### src/rtl/button_event_decoder_pkg.sv
// Shared types and helpers for the button event decoder.
package button_event_decoder_pkg;

    typedef enum logic [2:0] {
        ST_IDLE   = 3'd0,
        ST_PRESS1 = 3'd1,
        ST_GAP    = 3'd2,
        ST_PRESS2 = 3'd3,
        ST_LONG   = 3'd4
    } state_e;

    function automatic int max3(input int a, input int b, input int c);
        int m;
        m = (a > b) ? a : b;
        return (m > c) ? m : c;
    endfunction

endpackage

### src/rtl/button_event_decoder_edge_det.sv
// Registers an already-synchronous level and flags its rising and falling edges.
module btn_edge_det (
    input  logic clk,
    input  logic rst_n,
    input  logic din_i,
    output logic rise_o,
    output logic fall_o
);

    logic din_q;

    always_ff @(posedge clk or negedge rst_n) begin
        if (!rst_n) begin
            din_q <= 1'b0;
        end else begin
            din_q <= din_i;
        end
    end

    assign rise_o = din_i & ~din_q;
    assign fall_o = ~din_i & din_q;

endmodule

### src/rtl/button_event_decoder.sv
// Classifies a debounced button level into press/release/short/double/long/repeat pulses.
//
//  state     | meaning
//  ----------+-----------------------------------------------
//  ST_IDLE   | no gesture in progress
//  ST_PRESS1 | first press held, timing toward long press
//  ST_GAP    | short press released, waiting for a second press
//  ST_PRESS2 | second press held, double click if released early
//  ST_LONG   | long press held, issuing auto-repeat
module button_event_decoder
    import button_event_decoder_pkg::*;
#(
    parameter int LONG_TICKS   = 1000,
    parameter int GAP_TICKS    = 300,
    parameter int REPEAT_TICKS = 100
) (
    input  logic clk,
    input  logic rst_n,
    input  logic btn_db,
    output logic press_p,
    output logic release_p,
    output logic short_p,
    output logic double_p,
    output logic long_p,
    output logic repeat_p,
    output logic busy
);

    localparam int CNT_W = $clog2(max3(LONG_TICKS, GAP_TICKS, REPEAT_TICKS) + 1);
    localparam logic [CNT_W-1:0] LONG_LAST = CNT_W'(LONG_TICKS - 1);
    localparam logic [CNT_W-1:0] GAP_LAST  = CNT_W'(GAP_TICKS - 1);
    localparam logic [CNT_W-1:0] REP_LAST  = CNT_W'((REPEAT_TICKS == 0) ? 0 : REPEAT_TICKS - 1);

    logic             rise;
    logic             fall;
    state_e           state_q;
    logic [CNT_W-1:0] cnt_q;
    logic [CNT_W-1:0] cnt_d;
    logic             press_q, release_q, short_q, double_q, long_q, repeat_q;

    btn_edge_det u_edge (
        .clk    (clk),
        .rst_n  (rst_n),
        .din_i  (btn_db),
        .rise_o (rise),
        .fall_o (fall)
    );

    // Saturating increment; thresholds normally restart the count before the top.
    assign cnt_d = (cnt_q == {CNT_W{1'b1}}) ? cnt_q : cnt_q + 1'b1;

    always_ff @(posedge clk or negedge rst_n) begin
        if (!rst_n) begin
            state_q   <= ST_IDLE;
            cnt_q     <= '0;
            press_q   <= 1'b0;
            release_q <= 1'b0;
            short_q   <= 1'b0;
            double_q  <= 1'b0;
            long_q    <= 1'b0;
            repeat_q  <= 1'b0;
        end else begin
            press_q   <= rise;
            release_q <= fall;
            short_q   <= 1'b0;
            double_q  <= 1'b0;
            long_q    <= 1'b0;
            repeat_q  <= 1'b0;
            case (state_q)
                ST_IDLE: begin
                    if (rise) begin
                        state_q <= ST_PRESS1;
                        cnt_q   <= '0;
                    end
                end
                ST_PRESS1, ST_PRESS2: begin
                    // A release on the threshold edge still counts as a short press.
                    if (fall) begin
                        cnt_q <= '0;
                        if (state_q == ST_PRESS1) begin
                            state_q <= ST_GAP;
                        end else begin
                            state_q  <= ST_IDLE;
                            double_q <= 1'b1;
                        end
                    end else if (cnt_q == LONG_LAST) begin
                        state_q <= ST_LONG;
                        long_q  <= 1'b1;
                        cnt_q   <= '0;
                    end else begin
                        cnt_q <= cnt_d;
                    end
                end
                ST_GAP: begin
                    if (rise) begin
                        state_q <= ST_PRESS2;
                        cnt_q   <= '0;
                    end else if (cnt_q == GAP_LAST) begin
                        state_q <= ST_IDLE;
                        short_q <= 1'b1;
                        cnt_q   <= '0;
                    end else begin
                        cnt_q <= cnt_d;
                    end
                end
                ST_LONG: begin
                    if (fall) begin
                        state_q <= ST_IDLE;
                        cnt_q   <= '0;
                    end else if (REPEAT_TICKS != 0) begin
                        if (cnt_q == REP_LAST) begin
                            repeat_q <= 1'b1;
                            cnt_q    <= '0;
                        end else begin
                            cnt_q <= cnt_d;
                        end
                    end
                end
                default: begin
                    state_q <= ST_IDLE;
                    cnt_q   <= '0;
                end
            endcase
        end
    end

    assign press_p   = press_q;
    assign release_p = release_q;
    assign short_p   = short_q;
    assign double_p  = double_q;
    assign long_p    = long_q;
    assign repeat_p  = repeat_q;
    assign busy      = (state_q != ST_IDLE);

endmodule
### config.mk
export PLATFORM = sky130hd
export DESIGN_NAME = button_event_decoder
export DESIGN_NICKNAME = d
export VERILOG_FILES = /design/src/rtl/button_event_decoder_pkg.sv /design/src/rtl/button_event_decoder_edge_det.sv /design/src/rtl/button_event_decoder.sv
export SDC_FILE = /design/constraint.sdc
export NUM_CORES = 1
export LEC_CHECK = 0
export BUFFER_PORTS_ARGS = -buffer_cell sky130_fd_sc_hd__buf_2
export CAP_MARGIN = 0
export CORE_MARGIN = 1
export CORE_UTILIZATION = 51
export DETAILED_ROUTE_END_ITERATION = 8
export PLACE_DENSITY = 0.8
export SYNTH_ARGS = -nofsm -noshare
export SYNTH_HDL_FRONTEND = slang
export SYNTH_SLANG_ARGS = --single-unit
export TNS_END_PERCENT = 100
### constraint.sdc
create_clock -name clk -period 1.7 [get_ports clk]
set_input_delay 0.085 -clock clk [delete_from_list [all_inputs] [get_ports clk]]
set_output_delay 0.085 -clock clk [all_outputs]
set_load 0.02 [all_outputs]
==> metrics <==
Antenna Nets Post-Route=0; fin cells=165; CP endpoint kind=flip-flop; most common cell in the synthesized netlist=dfrtp_1; worst hold slack=242 ps; Final Hold Violating Endpoints=0; Mapped Nets=111; ANT cells=0; clk_skew=2.52 ps; failing checks=setup timing; Max-Cap Viols=0; fin crit period=1800 ps; vias per cell=5.78; Critical R2R Capture=cnt_q[4]$_DFFE_PN0N_; Cell Pwr Density=897 mW/mm2; Crit Path Max Fanout=9; Synth Warn #=0; area delta synth->final=31.8%; Root Driver=clkbuf_4; Synth Flop Type=dfrtp_1; first-pass detailed-route iteration total=4; crit share post-route=1.06; first-pass GRT wire length=3770 um; Placed Area=0.00124 mm2; actual slew at the worst max-slew pin=446 ps; worst setup margin=-99.4 ps; # fillers=127; slew margin rel.=0.702; flop-to-flop setup slack=-100 ps; final instance area=0.00135 mm2; DRC viols=0; CTS tree=built; setup violators final=11; wire per inst=14.6 um; largest net degree at the start of global routing=21; post-DP HPWL=1640 um; final max-slew violation count=0; LEAKAGE=0.606 nW; port buffer count=9; Hold Crit Class=in -> async; die footprint=0.00219 mm2; Synth top cells by count=20 x dfrtp_1, 12 x nor2_1, 9 x nand2_1, 8 x nor3_1; #FFs+latches synth=20; Synth async-reset ratio=1.00; worst skew pair latency=300 ps; Setup WS pre-CTS=-102 ps; crit path DAT=1990 ps; RePlAce Congestion=0.881; Max clock buf depth=2; initial antenna violation count=0; layout cells sized above 1=0.286; clock sink total=20; CTS Buf Count=3; vias=953; Post-synth EDFFs=0; Nets=145; row count=15; synthesized instance count=107; Initial Util=0.567; RSZ-0062 raised after global routing=true; GRT Util Overall=0.252; Syn Area/Cell=9.55 um2; Core ar.=0.00180 mm2; critical path class=reg -> reg; synthesized area=0.00102 mm2; f_max=0.556 GHz; FF-to-FF Start=cnt_q[0]$_DFFE_PN0N_; via count of the first global-routing pass=850; sequential area share after synthesis=0.490; I/O pins=10; GR Overflow Total=0; crit path launch type=flip-flop; clk slew on worst S/H paths=110 ps; status=complete, but fails checks; critical path required time=1890 ps; Die W=46.8 um; placed insts=156; leading area contributor after synthesis=dfrtp_1; DRT iter0 DRCs=46; Yosys cell types=28; Worst VDD drop=0.784 mV; Routed WL=2410 um; Reg2Reg Depth=8; die height=46.8 um; H-tree depth=1; post-synth top area share=0.490; top cells by area, synth=dfrtp_1 49%, nor2_1 4.4%, xnor2_1 4.3%, nor3_1 3.9%, nand2b_1 3.7%
==> per-stage QoR <==
step,total power (W),TNS (ps),utilization
after global routing,0.00128,-2240,0.748
after CTS,0.00119,-543,0.722
after detailed placement,0.000911,-822,0.690
after floorplan,0.000740,0,-
final,0.00121,-917,0.748
after global placement,0.000893,0,0.690
==> layout make-up <==
class	count	area, um2	area share
Multi-Input combinational cell	83	539	0.400
Tap cell	25	31.3	0.0232
Sequential cell	20	500	0.371
Inverter	4	15.0	0.0111
Clock buffer	4	36.3	0.0269
Timing Repair Buffer	29	225	0.167
==> power by group <==
group | total, W | switching, W | internal, W | leakage (nW)
Sequential | 0.000541 | 0.0000280 | 0.000513 | 0.270
Combinational | 0.000395 | 0.000204 | 0.000191 | 0.315
Clock | 0.000273 | 0.000142 | 0.000131 | 0.0210
==> routing by layer <==
metal,routed length (um),GRT usage
met5,0,0
met4,39,0.103
met3,132,0.0615
met2,1210,0.411
met1,1030,0.323
==> cells by family (layout without fill, tap and decap cells) <==
logic type               after synthesis  count (layout)  share of synthesized area
AND/OR/NAND/NOR                       63              63                      0.353
flip-flops                            20              20                      0.490
AO/OA/AOI/OAI                         13              13                     0.0783
XOR/XNOR                               5               5                     0.0428
buffers and inverters                  4              37                     0.0147
adder cells (fa/ha/maj)                1               1                     0.0122
multiplexers                           1               1                    0.00979
==> state kept, by name (all words and copies together) (netlist names) <==
signal and cells:
press_p 1, u_edge.din_q 1, state_q 3, repeat_p 1
cnt_q 10, long_p 1, short_p 1, double_p 1
release_p 1
==> critical path: stages, from the launching register on <==
cell      delay, ps
dfrtp_1         380
ha_2            180
nand3b_1        230
buf_4           240
nor4_4          170
nor2_2          100
nor3_4          200
buf_12          140
nor3_1           50
==> how the worst max path moves through the flow <==
stage	slack, ps	startpoint	depth (start not counted)	to
detailed placement	-100	cnt_q[0]$_DFFE_PN0N_	7	cnt_q[6]$_DFFE_PN0N_
finish	-100	cnt_q[0]$_DFFE_PN0N_	8	cnt_q[4]$_DFFE_PN0N_
global placement	1	cnt_q[0]$_DFFE_PN0N_	7	cnt_q[4]$_DFFE_PN0N_
CTS	-80	cnt_q[9]$_DFFE_PN0N_	6	cnt_q[6]$_DFFE_PN0N_
floorplan	5	cnt_q[0]$_DFFE_PN0N_	6	cnt_q[4]$_DFFE_PN0N_
global route	-220	cnt_q[0]$_DFFE_PN0N_	8	cnt_q[4]$_DFFE_PN0N_
==> what timing repair did <==
item                                    CTS  global route
pin swaps                                 5             3
hold endpoints to repair                 21             0
hold buffers                              2             0
buffers inserted                          0             3
gates resized for setup                   1             6
endpoints found under the setup margin   11            12
==> cells in the final DEF (no fill, tap or decap), drive strengths merged, types with 3 or more instances in the layout <==
master,count
nor2b,3
buf,27
nand3,6
nand4,4
or3,3
dfrtp,20
xnor2,5
inv,4
nor4,4
clkbuf,4
o21ai,6
nand2,9
nor2,13
nor3,9
nand2b,6
(Power assumes the default switching activity.)
